`src/rtl/mem_access_ctrl_pkg.sv`:
```
// rtl/mem_access_ctrl_pkg.sv - shared encodings and lane helpers for the data-memory access controller
package mem_access_ctrl_pkg;

  localparam logic [2:0] LS_B  = 3'b000;
  localparam logic [2:0] LS_BU = 3'b001;
  localparam logic [2:0] LS_H  = 3'b010;
  localparam logic [2:0] LS_HU = 3'b011;
  localparam logic [2:0] LS_W  = 3'b100;

  localparam logic [1:0] FC_NONE     = 2'b00;
  localparam logic [1:0] FC_MISALIGN = 2'b01;
  localparam logic [1:0] FC_ILLEGAL  = 2'b10;
  localparam logic [1:0] FC_TIMEOUT  = 2'b11;

  typedef enum logic [2:0] {IDLE, REQ, WAIT, DONE, FAULT} state_t;

  // Unsigned variants only make sense for loads; stores must use B/H/W.
  function automatic logic opt_illegal(input logic [2:0] opt, input logic store);
    return (opt > LS_W) || (store && (opt == LS_BU || opt == LS_HU));
  endfunction

  function automatic logic misaligned(input logic [2:0] opt, input logic [1:0] lo);
    case (opt)
      LS_H, LS_HU: return lo[0];
      LS_W:        return lo != 2'b00;
      default:     return 1'b0;
    endcase
  endfunction

  function automatic logic [3:0] byte_en(input logic [2:0] opt, input logic [1:0] lo);
    case (opt)
      LS_W:        return 4'b1111;
      LS_H, LS_HU: return lo[1] ? 4'b1100 : 4'b0011;
      default:     return 4'b0001 << lo;
    endcase
  endfunction

  function automatic logic [31:0] lane_wdata(input logic [2:0] opt, input logic [31:0] wd);
    case (opt)
      LS_W:        return wd;
      LS_H, LS_HU: return {2{wd[15:0]}};
      default:     return {4{wd[7:0]}};
    endcase
  endfunction

endpackage

```
`src/rtl/mem_access_ctrl_if.sv`:
```
// rtl/mem_access_ctrl_if.sv - data-memory request/ready bus between controller and memory
interface mem_access_ctrl_if;
  logic        mem_req;
  logic        mem_we;
  logic [3:0]  mem_be;
  logic [31:0] mem_addr;
  logic [31:0] mem_wdata;
  logic [31:0] mem_rdata;
  logic        mem_ready;

  modport master (
    output mem_req, mem_we, mem_be, mem_addr, mem_wdata,
    input  mem_rdata, mem_ready
  );

  modport slave (
    input  mem_req, mem_we, mem_be, mem_addr, mem_wdata,
    output mem_rdata, mem_ready
  );
endinterface

```
`src/rtl/mem_access_ctrl_load_lane_ext.sv`:
```
// rtl/mem_access_ctrl_load_lane_ext.sv - selects the addressed load lane and sign/zero extends it
module load_lane_ext
  import mem_access_ctrl_pkg::*;
(
  input  logic [31:0] mem_rdata,
  input  logic [1:0]  addr_lo,
  input  logic [2:0]  ls_option,
  output logic [31:0] ext_data
);

  logic [7:0]  byte_v;
  logic [15:0] half_v;

  always_comb begin
    byte_v = mem_rdata[7:0];
    case (addr_lo)
      2'd1:    byte_v = mem_rdata[15:8];
      2'd2:    byte_v = mem_rdata[23:16];
      2'd3:    byte_v = mem_rdata[31:24];
      default: byte_v = mem_rdata[7:0];
    endcase
    half_v = addr_lo[1] ? mem_rdata[31:16] : mem_rdata[15:0];

    case (ls_option)
      LS_B:    ext_data = {{24{byte_v[7]}}, byte_v};
      LS_BU:   ext_data = {24'd0, byte_v};
      LS_H:    ext_data = {{16{half_v[15]}}, half_v};
      LS_HU:   ext_data = {16'd0, half_v};
      default: ext_data = mem_rdata;
    endcase
  end

endmodule

```
`src/rtl/mem_access_ctrl.sv`:
```
// rtl/mem_access_ctrl.sv - sequences one CPU load/store over the data-memory req/ready bus
module mem_access_ctrl
  import mem_access_ctrl_pkg::*;
#(
  parameter int TIMEOUT = 16
) (
  input  logic               clk,
  input  logic               rst,
  input  logic               start,
  input  logic               is_store,
  input  logic [2:0]         ls_option,
  input  logic [31:0]        addr,
  input  logic [31:0]        wdata,
  mem_access_ctrl_if.master  bus,
  output logic               busy,
  output logic               done,
  output logic [31:0]        rdata,
  output logic               fault,
  output logic [1:0]         fault_code
);

  localparam int CW = (TIMEOUT > 1) ? $clog2(TIMEOUT) : 1;

  state_t        state;
  logic          is_store_q;
  logic [2:0]    opt_q;
  logic [1:0]    addr_lo_q;
  logic [CW-1:0] wait_cnt;
  logic [31:0]   ext_data;
  logic          timeout_hit;

  load_lane_ext u_ext (
    .mem_rdata (bus.mem_rdata),
    .addr_lo   (addr_lo_q),
    .ls_option (opt_q),
    .ext_data  (ext_data)
  );

  // Every request cycle without ready counts, including the first (REQ) one.
  assign timeout_hit = (TIMEOUT > 0) && (wait_cnt == CW'(TIMEOUT - 1));

  always_ff @(posedge clk) begin
    if (rst) begin
      state         <= IDLE;
      is_store_q    <= 1'b0;
      opt_q         <= LS_B;
      addr_lo_q     <= 2'b00;
      wait_cnt      <= '0;
      bus.mem_req   <= 1'b0;
      bus.mem_we    <= 1'b0;
      bus.mem_be    <= 4'b0000;
      bus.mem_addr  <= 32'd0;
      bus.mem_wdata <= 32'd0;
      busy          <= 1'b0;
      done          <= 1'b0;
      fault         <= 1'b0;
      fault_code    <= FC_NONE;
      rdata         <= 32'd0;
    end else begin
      done  <= 1'b0;
      fault <= 1'b0;
      case (state)
        IDLE: begin
          if (start) begin
            is_store_q <= is_store;
            opt_q      <= ls_option;
            addr_lo_q  <= addr[1:0];
            wait_cnt   <= '0;
            busy       <= 1'b1;
            if (opt_illegal(ls_option, is_store)) begin
              fault      <= 1'b1;
              fault_code <= FC_ILLEGAL;
              state      <= FAULT;
            end else if (misaligned(ls_option, addr[1:0])) begin
              fault      <= 1'b1;
              fault_code <= FC_MISALIGN;
              state      <= FAULT;
            end else begin
              fault_code    <= FC_NONE;
              bus.mem_req   <= 1'b1;
              bus.mem_we    <= is_store;
              bus.mem_be    <= byte_en(ls_option, addr[1:0]);
              bus.mem_addr  <= {addr[31:2], 2'b00};
              bus.mem_wdata <= lane_wdata(ls_option, wdata);
              state         <= REQ;
            end
          end
        end
        // REQ also accepts ready so a zero-wait memory finishes in two cycles.
        REQ, WAIT: begin
          if (bus.mem_ready) begin
            if (!is_store_q) rdata <= ext_data;
            bus.mem_req <= 1'b0;
            bus.mem_we  <= 1'b0;
            done        <= 1'b1;
            state       <= DONE;
          end else if (timeout_hit) begin
            bus.mem_req <= 1'b0;
            bus.mem_we  <= 1'b0;
            fault       <= 1'b1;
            fault_code  <= FC_TIMEOUT;
            state       <= FAULT;
          end else begin
            wait_cnt <= wait_cnt + 1'b1;
            state    <= WAIT;
          end
        end
        DONE, FAULT: begin
          busy  <= 1'b0;
          state <= IDLE;
        end
        default: state <= IDLE;
      endcase
    end
  end

endmodule

```
`src/flat_wrapper.sv`:
```
// flat-port wrapper written by rule: the top's interface ports become plain ports
module mem_access_ctrl_flat import mem_access_ctrl_pkg::*;
#(
  parameter int TIMEOUT = 16
)
  (clk, rst, start, is_store, ls_option, addr, wdata, busy, done, rdata, fault, fault_code, bus_mem_req, bus_mem_we, bus_mem_be, bus_mem_addr, bus_mem_wdata, bus_mem_rdata, bus_mem_ready);
  mem_access_ctrl_if bus_i ();
  input  logic clk;
  input  logic rst;
  input  logic start;
  input  logic is_store;
  input  logic [2:0] ls_option;
  input  logic [31:0] addr;
  input  logic [31:0] wdata;
  output logic busy;
  output logic done;
  output logic [31:0] rdata;
  output logic fault;
  output logic [1:0] fault_code;
  output wire logic [$bits(bus_i.mem_req)-1:0] bus_mem_req;
  output wire logic [$bits(bus_i.mem_we)-1:0] bus_mem_we;
  output wire logic [$bits(bus_i.mem_be)-1:0] bus_mem_be;
  output wire logic [$bits(bus_i.mem_addr)-1:0] bus_mem_addr;
  output wire logic [$bits(bus_i.mem_wdata)-1:0] bus_mem_wdata;
  input wire logic [$bits(bus_i.mem_rdata)-1:0] bus_mem_rdata;
  input wire logic [$bits(bus_i.mem_ready)-1:0] bus_mem_ready;
  assign bus_mem_req = bus_i.mem_req;
  assign bus_mem_we = bus_i.mem_we;
  assign bus_mem_be = bus_i.mem_be;
  assign bus_mem_addr = bus_i.mem_addr;
  assign bus_mem_wdata = bus_i.mem_wdata;
  assign bus_i.mem_rdata = bus_mem_rdata;
  assign bus_i.mem_ready = bus_mem_ready;
  mem_access_ctrl #(.TIMEOUT(TIMEOUT)) u_core (.clk(clk), .rst(rst), .start(start), .is_store(is_store), .ls_option(ls_option), .addr(addr), .wdata(wdata), .bus(bus_i), .busy(busy), .done(done), .rdata(rdata), .fault(fault), .fault_code(fault_code));
endmodule
```
`config.mk`:
```
export PLATFORM = sky130hd
export DESIGN_NAME = mem_access_ctrl_flat
export DESIGN_NICKNAME = d
export VERILOG_FILES = /design/src/rtl/mem_access_ctrl_pkg.sv /design/src/rtl/mem_access_ctrl_if.sv /design/src/rtl/mem_access_ctrl_load_lane_ext.sv /design/src/rtl/mem_access_ctrl.sv /design/src/flat_wrapper.sv
export SDC_FILE = /design/constraint.sdc
export NUM_CORES = 1
export LEC_CHECK = 0
export ABC_AREA = 1
export ABC_CLOCK_PERIOD_IN_PS = 1600
export CAP_MARGIN = 20
export CORE_MARGIN = 2
export CORE_UTILIZATION = 45
export CTS_BUF_LIST = sky130_fd_sc_hd__clkbuf_4
export DETAILED_ROUTE_END_ITERATION = 8
export GPL_TIMING_DRIVEN = 0
export HOLD_SLACK_MARGIN = 0.1
export PLACE_DENSITY_LB_ADDON = 0.15
export SETUP_SLACK_MARGIN = 0.02
export SLEW_MARGIN = 10
export SYNTH_ARGS = -nofsm -noshare
export SYNTH_HDL_FRONTEND = slang
export SYNTH_SLANG_ARGS = --single-unit
```
`constraint.sdc`:
```
create_clock -name clk -period 1.6 [get_ports clk]
set_input_delay 0.32 -clock clk [delete_from_list [all_inputs] [get_ports clk]]
set_output_delay 0.32 -clock clk [all_outputs]
set_load 0.02 [all_outputs]
```
==> summary.txt <==
Worst Setup Path Type: reg -> reg
pre-CTS WS: -0.644 ns
top_reg_cell synth: dfxtp_1
Final Cell Area: 8190 um^2
Nets: 1,132
H-tree levels: 4
Pre-antenna DRT Iters: 7
vias in the first global route: 5,349
total power: 8.14 mW
ant diodes: 0
Critical Path AT: 2.00 ns
final hold vios: 0
crit-path leading delay family: simple AND/OR/NAND/NOR gates
power density over the cells: 993 nW/um^2
final setup skew: 0.0304 ns
GRT Total Usage: 25.2%
CTS max path bufs: 2
main combinational cell family by area after synthesis: simple AND/OR/NAND/NOR gates
Compound-Gate Fraction of Synth Area: 17.3%
failing checks: design-rule violations
share of post-route cells with drive strength above 1: 15.0%
Post-synth EDFFs: 0
number of I/O pins: 211
xor/xnor cell area share of the yosys netlist: 0.327%
type of origin of the critical path: flip-flop
grt total ovfl: 0
Yosys top cell by area: dfxtp_1
Synth top area share: 44.0%
top-count cell post-synth: nor2_1
chip height: 113 um
worst skew pair latency: 0.52 ns
met1 Use GR: 29.2%
post-synthesis adder-cell area fraction: 0.233%
hold_buf cts: 0
Initial DRC Count: 337
top post-synthesis cells by count: nor2_1 (194), nand2_1 (150), dfxtp_1 (118)
Area after DPL: 7620 um^2
met3 usage: 7.66%
ANT nets after route: 0
Simple-Gate Fraction of Synth Area: 28.5%
max-slew violations: 0
RSZ-0062 raised after global routing: true
Final Critical Period: 1.60 ns
post-DP HPWL: 12.4 mm
Starting Density: 46.6%
CORE AREA: 11,500 um^2
setup TNS: 0 ns
largest cells by area after synthesis: dfxtp_1 (44%), nor2_1 (14%), nand2_1 (10%), o21ai_0 (9.1%), inv_1 (4.0%)
Via Count: 5,815
Yosys reg bits: 118
Yosys cell types: 31
# fillers: 995
Peak VDD IR: 0.506 mV
Worst EP required: 2.00 ns
status: finished, violations left
P_leak: 3.79 nW
area grow syn2layout: 52.8%
critical path endpoint: u_core.bus.mem_addr[16]
root buffer cell: clkbuf_4
first-pass GRT wire length: 25.7 mm
Critical Path Start: u_core.state[0]
Post-Synthesis Cells: 788
port buffer count: 207
initial antenna violation count: 0
Num CTS Buffers: 17
Routed WL per cell: 14.5 um
Crit path depth: 10
slowest CP cell: dfxtp_2
largest net degree at the start of global routing: 17
final WL: 17.1 mm
Syn. warnings: 0
Die Wd: 113 um
Avg Inst Size Synth: 6.81 um^2
max incr delay on CP: 0.35 ns
Reg2Reg Depth: 10
Critical Path Fanout Max: 10
CP Cell Sequence: nor2_4, inv_2, nor2_8, nand2_4, nor2_4, nand2_4, buf_8, buf_12, o21ai_4, nor2_1
drt drc: 13
CP endpoint kind: flip-flop
clock tree sinks: 118
f_max: 625 MHz
Seq/Total Area, Yosys: 44.0%
post-synthesis mux area share: 0%
Setup Viol. Count Final: 0
Mapped Area: 5360 um^2
Die ar.: 12,800 um^2
Worst Tran Pin Value: 0.603 ns
worst hold path class: in -> reg
row cnt: 39
worst r2r src: u_core.state[0]
RD Place Congestion: 0.880
Max-Cap Viols: 0
GR Layer Usage met2: 44.0%
Final Util: 71.2%
Buf/Inv on CP: 3
Worst-path clk slew: 0.12 ns
Slew headroom: 59.8%
CTS tree: built
final worst slack: 0.00113 ns
Worst R2R End: u_core.bus.mem_addr[16]
Final Cycle Share: 99.9%
layer with the highest usage: met2
Vias/cell: 4.92
reg2reg setup slack: 0.001 ns
ys async rst share: 0%
tightest hold or removal path, delay by kind of cell:
kind	cells	cell delay, ns
AOI/OAI and AO/OA	1	0.07
buffers and inverters	2	0.22
and+or+nand+nor	1	0.15
routing by layer:
metal	routed length, um	share of wire, %
met2	8410	49
met1	6800	40
met5	0	0
met3	1470	8.6
met4	449	2.6
per-stage QoR:
step                hold WS (ns)  std cells
floorplan                  0.447        789
global placement           0.450       1139
detailed placement         0.453       1139
CTS                        0.232       1177
global route               0.259       1183
finish                     0.272       1183
kinds of logic after synthesis:
kind of cell,count (synthesis)
and+or+nand+nor,379
AOI/OAI and AO/OA,179
DFF,118
buffers and inverters,108
xor gates and xnor gates,2
adders and majority gates,1
other,1
where the power goes:
part | leakage (nW) | total, mW | switching (mW) | internal (mW)
clock network | 0.166 | 2.47 | 1.22 | 1.25
logic | 2.66 | 2.33 | 1.33 | 0.995
registers | 0.966 | 3.34 | 0.142 | 3.20
total | 3.79 | 8.14 | 2.69 | 5.44
state kept, by name (all words and copies together), names as in the netlist:
signal / count
u_core.bus.mem_be: 4
u_core.done: 1
u_core.bus.mem_req: 1
u_core.fault: 1
u_core.bus.mem_addr: 30
u_core.rdata: 32
u_core.state: 3
u_core.bus.mem_wdata: 32
u_core.addr_lo_q: 2
u_core.bus.mem_we: 1
u_core.wait_cnt: 4
u_core.fault_code: 2
u_core.is_store_q: 1
u_core.busy: 1
u_core.opt_q: 3
worst min-delay path by stage:
| stage | from | end | cells past startpoint |
|---|---|---|---|
| floorplan | u_core.wait_cnt[0] | u_core.wait_cnt[0] | 1 |
| global route | rst | u_core.rdata[16] | 4 |
| CTS | rst | u_core.rdata[16] | 4 |
| finish | rst | u_core.rdata[16] | 4 |
| global placement | u_core.busy | u_core.busy | 2 |
| detailed placement | u_core.busy | u_core.busy | 2 |
repair_timing:
action | CTS | global route
resized for setup | 142 | 173
pin swaps | 6 | 30
gates cloned | 1 | 4
endpoints found under the setup margin | 179 | 182
setup buffers | 5 | 3
layout by cell type (no fill, tap or decap), types with 6 or more instances in the layout:
master / n
o21ai_0: 69
buf_4: 12
nand2_1: 147
nand3_1: 21
clkdlybuf4s15_1: 52
nor2_2: 19
inv_2: 6
dlygate4sd2_1: 28
clkbuf_2: 27
clkbuf_1: 12
clkdlybuf4s50_1: 101
nor2_1: 174
o21ai_2: 9
o211ai_1: 8
dfxtp_1: 114
inv_1: 55
buf_2: 6
clkbuf_4: 20
a21oi_1: 40
o21ai_1: 48
final cells by class:
cell class / count / area [um^2] / area share [%]
well taps: 143 / 179 / 2.18
plain buffers: 44 / 333 / 4.06
inverters: 63 / 245 / 2.99
clock buffers: 17 / 128 / 1.56
flip-flops and latches: 118 / 2370 / 28.9
multi-input cells: 563 / 2620 / 31.9
repair buffers: 220 / 2120 / 25.9
clock inverters: 15 / 204 / 2.49
Note: power is estimated with default switching activity, not from simulation.
